[src/rtl/bram_tx_sequencer_pkg.sv]
// Shared definitions for the BRAM-to-UART transmit sequencer:
// FSM state encoding and front-panel LED patterns.
package bram_tx_pkg;

    typedef enum logic [2:0] {
        IDLE    = 3'd0,
        RD_WAIT = 3'd1,
        REQ     = 3'd2,
        TX_WAIT = 3'd3,
        DONE    = 3'd4
    } state_t;

    localparam logic [7:0] LED_IDLE    = 8'b1100_0000;
    localparam logic [7:0] LED_RD_WAIT = 8'b0011_0000;
    localparam logic [7:0] LED_REQ     = 8'b0000_1100;
    localparam logic [7:0] LED_TX_WAIT = 8'b0000_0011;
    localparam logic [7:0] LED_DONE    = 8'b1111_1111;

    // A sticky error shows up as led[0] while parked in IDLE.
    function automatic logic [7:0] led_pattern(input state_t s, input logic err);
        case (s)
            IDLE:    return err ? (LED_IDLE | 8'h01) : LED_IDLE;
            RD_WAIT: return LED_RD_WAIT;
            REQ:     return LED_REQ;
            TX_WAIT: return LED_TX_WAIT;
            DONE:    return LED_DONE;
            default: return LED_IDLE;
        endcase
    endfunction

endpackage

[src/rtl/bram_tx_sequencer_if.sv]
// BRAM read-port and UART transmit handshake bundle; the sequencer is the master.
interface bram_tx_sequencer_if #(
    parameter int ADDR_W = 11,
    parameter int DATA_W = 8
);
    logic [ADDR_W-1:0] bram_addr;
    logic [DATA_W-1:0] bram_dout;
    logic [DATA_W-1:0] tx_data;
    logic              tx_req;
    logic              tx_busy;

    modport master (
        output bram_addr, tx_data, tx_req,
        input  bram_dout, tx_busy
    );

    modport slave (
        input  bram_addr, tx_data, tx_req,
        output bram_dout, tx_busy
    );
endinterface

[src/rtl/bram_tx_sequencer_rise_detect.sv]
// Rising-edge detector for the start level input.
module rise_detect (
    input  logic w_clk,
    input  logic w_resetn,
    input  logic d,
    output logic rise
);
    logic d_q;
    logic armed;

    // Only arm after the input has been seen low, so a level held through reset is not an edge.
    always_ff @(posedge w_clk or negedge w_resetn) begin
        if (!w_resetn) begin
            d_q   <= 1'b0;
            armed <= 1'b0;
        end else begin
            d_q <= d;
            if (!d) armed <= 1'b1;
        end
    end

    assign rise = armed & d & ~d_q;
endmodule

[src/rtl/bram_tx_sequencer.sv]
// Walks BRAM addresses 0..DEPTH-1 once per start edge and hands each byte to the UART
// with a req/busy handshake, stopping after the last address.
module bram_tx_sequencer
    import bram_tx_pkg::*;
#(
    parameter int DEPTH       = 2048,
    parameter int ADDR_W      = 11,
    parameter int DATA_W      = 8,
    parameter int RD_LAT      = 2,
    parameter int REQ_TIMEOUT = 1024
) (
    input  logic                 CLK_50M,
    input  logic                 rst_n,
    input  logic                 start,
    input  logic                 abort,
    bram_tx_sequencer_if.master  bus,
    output logic                 active,
    output logic                 done,
    output logic                 err,
    output logic [ADDR_W:0]      byte_cnt,
    output logic [7:0]           led
);
    localparam int                TMO_W     = $clog2(REQ_TIMEOUT + 1);
    localparam logic [ADDR_W-1:0] LAST_ADDR = ADDR_W'(DEPTH - 1);

    state_t            state, state_d;
    logic [1:0]        lat_cnt, lat_cnt_d;
    logic [TMO_W-1:0]  tmo_cnt, tmo_cnt_d;
    logic [ADDR_W-1:0] addr_d;
    logic [DATA_W-1:0] data_d;
    logic              req_d, err_d;
    logic [ADDR_W:0]   byte_cnt_d;
    logic              start_rise;

    rise_detect u_start_rise (
        .w_clk    (CLK_50M),
        .w_resetn (rst_n),
        .d        (start),
        .rise     (start_rise)
    );

    always_comb begin
        state_d    = state;
        lat_cnt_d  = lat_cnt;
        tmo_cnt_d  = tmo_cnt;
        addr_d     = bus.bram_addr;
        data_d     = bus.tx_data;
        req_d      = bus.tx_req;
        err_d      = err;
        byte_cnt_d = byte_cnt;
        case (state)
            IDLE: begin
                if (start_rise && !abort) begin
                    state_d    = RD_WAIT;
                    addr_d     = '0;
                    byte_cnt_d = '0;
                    err_d      = 1'b0;
                    lat_cnt_d  = 2'(RD_LAT);
                end
            end
            RD_WAIT: begin
                lat_cnt_d = lat_cnt - 2'd1;
                if (lat_cnt == 2'd1) begin
                    data_d    = bus.bram_dout;
                    req_d     = 1'b1;
                    tmo_cnt_d = '0;
                    state_d   = REQ;
                end
            end
            REQ: begin
                if (bus.tx_busy) begin
                    req_d   = 1'b0;
                    state_d = TX_WAIT;
                end else if (tmo_cnt == TMO_W'(REQ_TIMEOUT - 1)) begin
                    req_d   = 1'b0;
                    err_d   = 1'b1;
                    state_d = IDLE;
                end else begin
                    tmo_cnt_d = tmo_cnt + 1'b1;
                end
            end
            TX_WAIT: begin
                if (!bus.tx_busy) begin
                    byte_cnt_d = byte_cnt + 1'b1;
                    // Compare before incrementing so the address stops at LAST_ADDR.
                    if (bus.bram_addr == LAST_ADDR) begin
                        state_d = DONE;
                    end else begin
                        addr_d    = bus.bram_addr + 1'b1;
                        lat_cnt_d = 2'(RD_LAT);
                        state_d   = RD_WAIT;
                    end
                end
            end
            DONE:    state_d = IDLE;
            default: state_d = IDLE;
        endcase
        if (abort && state != IDLE) begin
            state_d    = IDLE;
            req_d      = 1'b0;
            err_d      = err;
            addr_d     = bus.bram_addr;
            byte_cnt_d = byte_cnt;
        end
    end

    always_ff @(posedge CLK_50M or negedge rst_n) begin
        if (!rst_n) begin
            state         <= IDLE;
            lat_cnt       <= '0;
            tmo_cnt       <= '0;
            bus.bram_addr <= '0;
            bus.tx_data   <= '0;
            bus.tx_req    <= 1'b0;
            err           <= 1'b0;
            byte_cnt      <= '0;
            active        <= 1'b0;
            done          <= 1'b0;
            led           <= LED_IDLE;
        end else begin
            state         <= state_d;
            lat_cnt       <= lat_cnt_d;
            tmo_cnt       <= tmo_cnt_d;
            bus.bram_addr <= addr_d;
            bus.tx_data   <= data_d;
            bus.tx_req    <= req_d;
            err           <= err_d;
            byte_cnt      <= byte_cnt_d;
            active        <= (state_d == RD_WAIT) || (state_d == REQ) || (state_d == TX_WAIT);
            done          <= (state_d == DONE);
            led           <= led_pattern(state_d, err_d);
        end
    end
endmodule
[src/flat_wrapper.sv]
// flat-port wrapper written by rule: the top's interface ports become plain ports
module bram_tx_sequencer_flat import bram_tx_pkg::*;
#(
    parameter int DEPTH       = 2048,
    parameter int ADDR_W      = 11,
    parameter int DATA_W      = 8,
    parameter int RD_LAT      = 2,
    parameter int REQ_TIMEOUT = 1024
)
  (CLK_50M, rst_n, start, abort, active, done, err, byte_cnt, led, bus_bram_addr, bus_tx_data, bus_tx_req, bus_bram_dout, bus_tx_busy);
  bram_tx_sequencer_if #(.ADDR_W(ADDR_W), .DATA_W(DATA_W)) bus_i ();
  input  logic CLK_50M;
  input  logic rst_n;
  input  logic start;
  input  logic abort;
  output logic active;
  output logic done;
  output logic err;
  output logic [ADDR_W:0] byte_cnt;
  output logic [7:0] led;
  output wire logic [$bits(bus_i.bram_addr)-1:0] bus_bram_addr;
  output wire logic [$bits(bus_i.tx_data)-1:0] bus_tx_data;
  output wire logic [$bits(bus_i.tx_req)-1:0] bus_tx_req;
  input wire logic [$bits(bus_i.bram_dout)-1:0] bus_bram_dout;
  input wire logic [$bits(bus_i.tx_busy)-1:0] bus_tx_busy;
  assign bus_bram_addr = bus_i.bram_addr;
  assign bus_tx_data = bus_i.tx_data;
  assign bus_tx_req = bus_i.tx_req;
  assign bus_i.bram_dout = bus_bram_dout;
  assign bus_i.tx_busy = bus_tx_busy;
  bram_tx_sequencer #(.DEPTH(DEPTH), .ADDR_W(ADDR_W), .DATA_W(DATA_W), .RD_LAT(RD_LAT), .REQ_TIMEOUT(REQ_TIMEOUT)) u_core (.CLK_50M(CLK_50M), .rst_n(rst_n), .start(start), .abort(abort), .bus(bus_i), .active(active), .done(done), .err(err), .byte_cnt(byte_cnt), .led(led));
endmodule
[config.mk]
export PLATFORM = sky130hd
export DESIGN_NAME = bram_tx_sequencer_flat
export DESIGN_NICKNAME = d
export VERILOG_FILES = /design/src/rtl/bram_tx_sequencer_pkg.sv /design/src/rtl/bram_tx_sequencer_if.sv /design/src/rtl/bram_tx_sequencer_rise_detect.sv /design/src/rtl/bram_tx_sequencer.sv /design/src/flat_wrapper.sv
export SDC_FILE = /design/constraint.sdc
export NUM_CORES = 1
export LEC_CHECK = 0
export CELL_PAD_IN_SITES_DETAIL_PLACEMENT = 2
export CELL_PAD_IN_SITES_GLOBAL_PLACEMENT = 2
export CORE_ASPECT_RATIO = 0.9
export CORE_UTILIZATION = 33
export CTS_BUF_LIST = sky130_fd_sc_hd__clkbuf_16
export DETAILED_ROUTE_END_ITERATION = 16
export PLACE_DENSITY_LB_ADDON = 0.15
export SYNTH_ARGS = -nofsm -noshare
export SYNTH_HDL_FRONTEND = slang
export SYNTH_SLANG_ARGS = --single-unit
[constraint.sdc]
create_clock -name CLK_50M -period 2.5 [get_ports CLK_50M]
set_input_delay 0.5 -clock CLK_50M [delete_from_list [all_inputs] [get_ports CLK_50M]]
set_output_delay 0.5 -clock CLK_50M [all_outputs]
set_load 0.005 [all_outputs]
## Word-level counts from Yosys, hierarchy flattened

Index checks and enable logic that the tools add are counted.

| storage, ports and cells | value |
|---|---|
| bits in read-only memories | 0 |
| bits of input ports | 13 |
| latch bits | 0 |
| bits in registers | 61 |
| logic and storage cells | 92 |
| memories kept | 0 |
| output and inout bits | 43 |
| memory bits (writable) | 0 |

| cells by class | value |
|---|---|
| multiplexer cells | 35 |
| $mul | 0 |
| equality and inequality tests | 18 |
| div/mod/pow operators | 0 |
| add/subtract/negate cells | 4 |
| order comparisons | 0 |
| shift-type cells | 0 |
| reduce and logical (&&, ||, !) cells | 18 |
| bitwise gates (word level) | 4 |

Operators by type and width:

| kind | number |
|---|---|
| $mux W11 | 6 |
| $pmux W11 S2 | 2 |
| $pmux W8 S5 | 1 |
| $mux W12 | 2 |
| $pmux W12 S2 | 1 |
| $add A11 B1 Y11 const B | 2 |
| $mux W3 | 7 |
| $add A12 B1 Y12 const B | 1 |
| $eq A3 B2 Y1 const B | 4 |
| $pmux W3 S4 | 1 |
| $reduce_and A4 Y1 | 3 |
| $eq A11 B10 Y1 const B | 1 |
| $eq A11 B11 Y1 const B | 1 |
| $mux W1 | 9 |
| $reduce_bool A3 Y1 | 3 |
| $ne A2 B2 Y1 const B | 4 |
| $eq A3 B1 Y1 const B | 2 |
| $logic_not A3 Y1 | 2 |
| $mux W2 | 3 |
| $pmux W2 S3 | 1 |
| $reduce_and A5 Y1 | 1 |
| $ne A2 B1 Y1 const B | 2 |
| $ne A4 B2 Y1 const B | 1 |
| $pmux W1 S2 | 2 |
| other kinds (12) | 17 |

## Longest topological paths before layout

| depth | value |
|---|---|
| word-level depth | 9 |
| mapped depth | 7 |
| gate-level depth less buffers | 7 |

## By module

Synthesis repeated with hierarchy kept, for this count alone.

| unflattened totals | value |
|---|---|
| cells, all modules | 318 |
| area, all modules | 3057.9 µm² |

Modules (own cells, without submodules):

| module | cells each | seq. area each (µm²) | times used | area an instance (µm²) |
|---|---|---|---|---|
| bram_tx_sequencer | 314 | 1402.6 | 1 | 2992.9 |
| rise_detect | 4 | 50.0 | 1 | 65.1 |

## Least setup slack after synthesis

Ideal clock, no wire load.

| timing path | value |
|---|---|
| kind | reg2reg |
| from | register u_core.bus.bram_addr[0] |
| to | register u_core.led[0] |
| data required time | 2.368 ns |
| slack | 0.654 ns |
| period minus slack after synthesis | 1.846 ns |
| cell stages (with the launch flop) | 7 |
| arrival | 1.715 ns |
| cell sequence | dfrtp_1 -> ha_1 -> nand2_2 -> nor4_4 -> o32ai_2 -> a2111oi_2 -> o21ai_1 |

| between the ends | value |
|---|---|
| longest elaborated chain between the ends | 7 |
| elaborated cells on any way between the ends | 11 |

RTL lines:

| element | line | text |
|---|---|---|
| start: declaration | bram_tx_sequencer_if.sv:13 | `output bram_addr, tx_data, tx_req,` |
| start signal: assignment | bram_tx_sequencer.sv:124 | `bus.bram_addr <= addr_d;` |
| $eq A11 B11 Y1 (*) | bram_tx_sequencer.sv:86 | `if (bus.bram_addr == LAST_ADDR) begin` |
| $mux W3 (*) | bram_tx_sequencer.sv:86 |  |
| $mux W3 (*) | bram_tx_sequencer.sv:83 | `if (!bus.tx_busy) begin` |
| $pmux W3 S4 (*) | bram_tx_sequencer.sv:51 | `case (state)` |
| $mux W3 (*) | bram_tx_sequencer.sv:98 | `if (abort && state != IDLE) begin` |
| via u_core.state_d[0] | bram_tx_sequencer.sv:26 | `state_t state, state_d;` |
| $eq A3 B3 Y1, or another cell as far along | bram_tx_sequencer_pkg.sv:21 | `case (s)` |
| $pmux W8 S5 (*) | bram_tx_sequencer_pkg.sv:21 |  |
| end signal: assignment | bram_tx_sequencer.sv:131 | `led <= led_pattern(state_d, err_d);` |
| end: declaration | bram_tx_sequencer.sv:21 | `output logic [7:0] led` |

The timed path passes the listed nets; every way through them passes the cells marked *.
A chain may end at the register's enable or synchronous reset.

## Final worst setup path

| timing path | value |
|---|---|
| from | register u_core.bus.bram_addr[0] |
| to | register u_core.bus.bram_addr[6] |

| between the ends | value |
|---|---|
| longest elaborated chain between the ends | 4 |
| elaborated cells on any way between the ends | 7 |

RTL lines:

| element | line | text |
|---|---|---|
| $add A11 B1 Y11 | bram_tx_sequencer.sv:89 | `addr_d = bus.bram_addr + 1'b1;` |
| $mux W11 | bram_tx_sequencer.sv:86 |  |
| $mux W11 | bram_tx_sequencer.sv:83 |  |
| $pmux W11 S2 | bram_tx_sequencer.sv:51 |  |

Parallel ways exist; a longest one is shown, timed or not. The select of a mux whose other input is x is not followed.

==> impl_results.md <==
- Status: finished, final reports clean
- Synth Area in Simple Gates: 25.42%
- Compound-cell area share of the yosys netlist: 12.61%
- CP delay by family, top: simple AND/OR/NAND/NOR gates
- GRT Residual Overflow: 0
- Top FF cell, synth: dfrtp_1
- Reg2reg start: u_core.bus.bram_addr[0]$_DFFE_PN0P_
- CTS tree: yes
- CTS Buffer Depth: 2
- DRC: 0
- Final Max Slew Viols: 0
- Final hold violations: 0
- Post-CTS Resized: 0
- Initial antenna violation count: 0
- Async set-reset flop share out of synthesis: between 90% and 100%
- # placed instances: 467
- Largest net degree at the start of global routing: 23
- CTS root buf: clkbuf_16
- Routability congestion estimate: 0.7268
- Sequential area share after synthesis: 47.06%
- RSZ-0062 raised after global routing: false
- Crit path max fanout: 18
- Hold_buf cts: 0
- Main combinational cell family by area after synthesis: simple AND/OR/NAND/NOR gates
- Skew final: ~0.0073 ns
- Max Cap Viol: 0
- CP bufs+invs: 0
- Clk_lat worst skew: about 0.33 ns
- Total global routing track utilization: 19.47%
- Static Leak: 1.695 nW
- Critical-path cell list: ha_1 > nand2_2 > nor4_4 > o31a_1 > or4_1 > a21oi_1
- Vias in the first global route: 2,848
- Post-synthesis xor/xnor area fraction: roughly 4.8%
- Pwr Density: 860.7 nW/µm²
- Initial core utilization: 33.98%
- Core area: around 9100 µm²
- Fin Hold WS: approximately 0.083 ns
- Leading cell types in the layout, fill and taps excluded: dfrtp_1, clkdlybuf4s50_1, nor2_1, nand2_1, buf_4
- Slowest CP cell: o31a_1
- Synthesized Nets: 309
- # clock sinks: 58
- Post-Synth Adder-Cell Area: ~1.6%
- Die area: 9745 µm²
- Synth warn: 0
- Slew @ Worst Pin: roughly 0.68 ns
- Rows: 33
- CP max stage delay: around 0.6 ns
- Area delta synth->final: 32.87%
- Post-synth EDFFs: 0
- Placement Cell Area: around 3800 µm²
- Final instance area: around 4000 µm²
- Die Wd: slightly above 100 µm
- CP Class: reg -> reg
- Share of cells above drive strength 1: approximately 19%
- Initial DRC Count: 49
- Cell Count, Final, Fillers Out: around 480
- # setup viols final: 0
- Max transition margin: a little over half
- Fmax: approximately 440 MHz
- WL/cell: about 18 µm
- Fin nets: about 370
- Via count: approximately 2,500
- Final wirelength: 8.714 mm
- Min-Delay Path Class: in -> async
- Routed Antenna Nets: 0
- Netlist cell types: 66
- Flops & latches, synth: 58
- Commonest non-fill, non-tap cell in the layout: dfrtp_1
- HPWL Detailed: ~6 mm
- Post-synthesis mux area share: 3.567%
- Via-to-Cell Ratio: 5.251
- Crit path launch type: flip-flop
- Clk slew on worst S/H paths: 0.05 ns
- # diodes: 0
- Postcts setup bufs: 0
- First-pass GRT wire length: about 15 mm
- Arrival time of the worst setup path: 2.46 ns
- Period utilization: 90.29%
- Cells after synthesis: 292
- Worst EP required: approximately 2.7 ns
- Final Core Density: between 40% and 50%
- IO Pins: 56
- CP Launch Point: u_core.bus.bram_addr[0]$_DFFE_PN0P_
- TritonCTS Buffers: 9
- Drt pass-1 iters: 4
- Fin Setup TNS: 0 ns
- Critical Path End Type: flip-flop
- Number of fill cells in the layout: about 1,000
- PortBufs: 55
- H-Tree Depth: 3
- Die H: about 94 µm
- Avg Inst Size Synth: approximately 11 µm²
- IR drop worst, VDD: about 420 µV
- Final min period: approximately 2.3 ns
- Mapped Area: 3087 µm²
## power breakdown
group | internal [mW] | switching (mW)
logic | 0.534 | 0.495
registers | 1.11 | 0.166
clock network | 0.767 | 0.458
## kinds of logic (layout without fill, tap and decap cells)
kind of cell,count (synthesis),after routing
and+or+nand+nor,125,125
DFF,58,58
AOI/OAI and AO/OA,50,50
buffers and inverters,28,97
xor gates and xnor gates,17,17
muxes,10,10
adders and majority gates,4,4
## cells in the mapped netlist, types with 2 or more instances
cell / instances / share of area (%)
o21ai_0: 7 / 1.1
mux2i_1: 2 / 0.65
o22ai_1: 2 / 0.41
o31a_1: 2 / 0.57
inv_1: 8 / 0.97
buf_6: 3 / 1.1
clkbuf_1: 6 / 0.73
nand4b_1: 2 / 0.57
or4_1: 9 / 2.2
nand4_1: 4 / 0.81
nand3b_1: 2 / 0.49
and4_1: 2 / 0.57
nand2b_1: 5 / 1.0
mux2_2: 8 / 2.9
nor4b_2: 3 / 1.5
buf_2: 4 / 0.65
and3_1: 4 / 0.81
buf_4: 5 / 1.2
nand2_1: 20 / 2.4
o41ai_1: 2 / 0.57
and2_1: 2 / 0.41
o31ai_1: 8 / 1.9
nor4_1: 5 / 1.0
dfrtp_1: 57 / 46
nand3_1: 13 / 2.1
or2_2: 3 / 0.61
nor2_1: 25 / 3.0
nor3_1: 2 / 0.32
ha_1: 4 / 1.6
or3_1: 2 / 0.41
and4bb_2: 4 / 1.6
or2_1: 2 / 0.41
a21oi_1: 13 / 2.1
nor4b_1: 2 / 0.57
nor3b_1: 2 / 0.49
xor2_1: 7 / 2.0
xnor2_1: 10 / 2.8
a211oi_2: 3 / 1.2
## cell type report
type | count | area (µm²) | area share [%]
Multi-Input combinational cell | 206 | 1483 | 36.15
Sequential cell | 58 | 1453 | 35.42
Clock inverter | 7 | 68.82 | 1.678
Clock buffer | 9 | 225.2 | 5.491
Tap cell | 122 | 152.6 | 3.722
Timing Repair Buffer | 72 | 685.7 | 16.72
Inverter | 9 | 33.78 | 0.8237
## metrics by stage
stage          setup slack (ns)  total power, mW
6_report                 0.2427            3.530
3_5_place_dp            0.05632            2.314
2_1_floorplan            0.6538            1.846
3_3_place_gp            0.09022            2.268
4_1_cts                  0.2200            3.585
5_1_grt                 0.01430            3.731
## state kept, by name (all words and copies together), names as in the netlist
register                   cells
u_core.bus.bram_addr          11
u_core.u_start_rise.d_q        1
u_core.err                     1
u_core.done                    1
u_core.lat_cnt                 2
u_core.state                   3
u_core.active                  1
u_core.bus.tx_data             8
u_core.tmo_cnt                11
u_core.byte_cnt               12
u_core.bus.tx_req              1
u_core.led                     5
u_core.u_start_rise.armed      1
## layer usage
layer	vias up	part of all wire [%]	track usage [%]
met5	-	0	0
li1	1196	-	-
met2	54	47	31.06
met4	0	1.4	9.286
met3	10	3.9	4.230
met1	1276	48	25.23
## worst paths after layout
check	endpoint	slack, ns	depth (start not counted)
worst min register to register	u_core.u_start_rise.armed$_DFFE_PN0N_	0.48	1
max in group asynchronous	u_core.led[6]$_DFF_PN1_	1.74	2
worst min-delay path	u_core.bus.bram_addr[5]$_DFFE_PN0P_	0.08	1
worst max register to register	u_core.bus.bram_addr[6]$_DFFE_PN0P_	0.24	6
min in group CLK_50M	u_core.u_start_rise.armed$_DFFE_PN0N_	0.48	1
worst max-delay path	u_core.bus.bram_addr[6]$_DFFE_PN0P_	0.24	6
No activity file was read; power rests on OpenSTA's default activity.
==> RTL change: new RTL, same flow settings <==
Reset style: synchronous (`rst_n` and `w_resetn`), changed in 2 clocked blocks.
--- a/src/rtl/bram_tx_sequencer_rise_detect.sv
+++ b/src/rtl/bram_tx_sequencer_rise_detect.sv
@@ -10,5 +10,5 @@
 
     // Only arm after the input has been seen low, so a level held through reset is not an edge.
-    always_ff @(posedge w_clk or negedge w_resetn) begin
+    always_ff @(posedge w_clk) begin
         if (!w_resetn) begin
             d_q   <= 1'b0;
--- a/src/rtl/bram_tx_sequencer.sv
+++ b/src/rtl/bram_tx_sequencer.sv
@@ -105,5 +105,5 @@
     end
 
-    always_ff @(posedge CLK_50M or negedge rst_n) begin
+    always_ff @(posedge CLK_50M) begin
         if (!rst_n) begin
             state         <= IDLE;
Check against the original RTL: differs if rst_n is asserted again (counterexample within 4 cycles, from zero or initial values and one cycle with rst_n low); with rst_n held inactive, the same outputs for 10 cycles.
==> RTL change against the original RTL <==
Synthesized area is 14% lower; non-clock buffer count is 5 lower; final area is 12% lower; core utilization is 1.9 points higher; wire length is 3.8% lower; via count is 1.7% lower; sequential cell count stayed put; global-route usage is 2.8 points higher; setup slack better by 56 ps; clock skew hardly changed; critical endpoint is now u_core.byte_cnt[9]$_SDFFE_PN0P_; largest cell class unchanged.
Power is not compared: it rests on default switching activity, and its combinational part moved more than twofold at a synthesized area within 25%.
==> RTL change: results <==
{
  "status": "complete, no violations",
  "yosysWarningCount": 0,
  "async_flop_share_pct": 0,
  "grt_usage_pct": 22.31,
  "synth.yosys.seq_area_share_pct": 43.88,
  "viasPerCell": 5.313,
  "synth_ff_type": "dfxtp_1",
  "drive_gt1_share_pct": 10.19,
  "crit_path_start": "abort",
  "synthDistinctLibCells": 59,
  "cp-end-kind": "flop",
  "skew_ps": 7.541,
  "grt_pass1_wl_mm": 13.92,
  "fin_nets": 386,
  "crit_slowest_cell": "clkdlybuf4s50_1",
  "drt_first_pass_iters": 4,
  "antenna_found_initial": 0,
  "r2r-end": "u_core.byte_cnt[9]$_SDFFE_PN0P_",
  "ctsHtreeMaxLevel": 3,
  "cts_buffers": 9,
  "tightest_slew_ps": 564.1,
  "reg2reg_slack_ps": 480,
  "ir_worst_vdd_mv": 0.3550,
  "hpwl_mm": 5.906,
  "grt_max_degree": 22,
  "nFillCells": 832,
  "synthTopCellsByCount": "dfxtp_1 (58), nand2_1 (41), nor2_1 (38), a21oi_1 (22), xnor2_1 (16)",
  "dr.first_iter.drc_count": 53,
  "gp_congestion": 0.7493,
  "cp_max_fo": 15,
  "reg2reg_from": "u_core.state[1]$_SDFF_PN0_",
  "p_leak_nw": 1.260,
  "hold_class": "flop to flop",
  "yosys-top-cells-area": "dfxtp_1 (44%), nand2_1 (5.8%), nor2_1 (5.4%)",
  "grt_pass1_vias": 2714,
  "hold_depth": 2,
  "clk_pin_slew_worst_paths_ps": 50,
  "antennaDiodeCount": 0,
  "clk_path_buf_depth": 2,
  "r2r_cells": 6,
  "slowest_delay_ps": 500,
  "syn_nets": 324,
  "crit_arrival_ps": 2410,
  "wire_per_inst_um": 17.88
}
==> RTL change: worst register-to-register path, stage by stage (launching register included) <==
cell     delay [ps]
dfxtp_1         600
nor4b_2         360
a22oi_2         120
buf_12          180
nor4_1          390
xnor2_1         180
nor2_1           60
==> RTL change: metal layers <==
| layer | track usage [%] | vias to the layer above | share of wire (%) |
|---|---|---|---|
| met1 | 27.55 | 1218 | 45 |
| met3 | 9.162 | 8 | 6.2 |
| li1 | - | 1198 | - |
| met4 | 6.417 | 0 | 1.0 |
| met5 | 0 | - | 0 |
| met2 | 35.59 | 68 | 48 |
==> RTL change: logic make-up after synthesis <==
kind of cell             share of synthesized area (%)
buffers and inverters                            4.964
flip-flops                                       43.88
AO/OA/AOI/OAI                                    13.00
XOR/XNOR                                         6.950
AND/OR/NAND/NOR                                  28.94
multiplexers                                    0.3783
adder cells (fa/ha/maj)                          1.891
==> RTL change: worst min path at each step <==
stage,startpoint,end,slack [ps]
6_report,u_core.bus.tx_data[4]$_SDFFE_PN0P_,u_core.bus.tx_data[4]$_SDFFE_PN0P_,460
5_1_grt,u_core.bus.tx_data[0]$_SDFFE_PN0P_,u_core.bus.tx_data[0]$_SDFFE_PN0P_,470
4_1_cts,u_core.bus.tx_data[4]$_SDFFE_PN0P_,u_core.bus.tx_data[4]$_SDFFE_PN0P_,460
3_5_place_dp,u_core.bus.tx_data[4]$_SDFFE_PN0P_,u_core.bus.tx_data[4]$_SDFFE_PN0P_,450
3_3_place_gp,u_core.u_start_rise.armed$_SDFFE_PN0N_,u_core.u_start_rise.armed$_SDFFE_PN0N_,440
2_1_floorplan,u_core.u_start_rise.armed$_SDFFE_PN0N_,u_core.u_start_rise.armed$_SDFFE_PN0N_,420
==> RTL change: power by group <==
part / switching (mW) / internal [mW] / total, mW
logic: 0.0620 / 0.0565 / 0.118
registers: 0.0111 / 0.936 / 0.947
clock network: 0.415 / 0.749 / 1.16
==> RTL change: area by class of cell <==
class / count / share of cell area [%]
multi-input cells: 223 / 37.58
clock inverters: 6 / 1.424
flip-flops and latches: 58 / 32.23
well taps: 96 / 3.334
repair buffers: 67 / 18.13
inverters: 10 / 1.042
clock buffers: 9 / 6.252
==> RTL change: stage by stage <==
step / cells / power [mW] / hold WS [ps] / setup slack [ps] / cell area [µm²]
6_report: 469 / 2.230 / 455.4 / 299.0 / 3602
5_1_grt: 469 / 2.315 / 473.2 / 219.8 / 3602
4_1_cts: 469 / 2.261 / 457.8 / 291.5 / 3602
3_5_place_dp: 454 / 1.082 / 449.8 / 17.45 / 3326
3_3_place_gp: 454 / 1.076 / 439.9 / 82.67 / 3326
2_1_floorplan: 307 / 1.021 / 420.9 / 754.3 / 2646
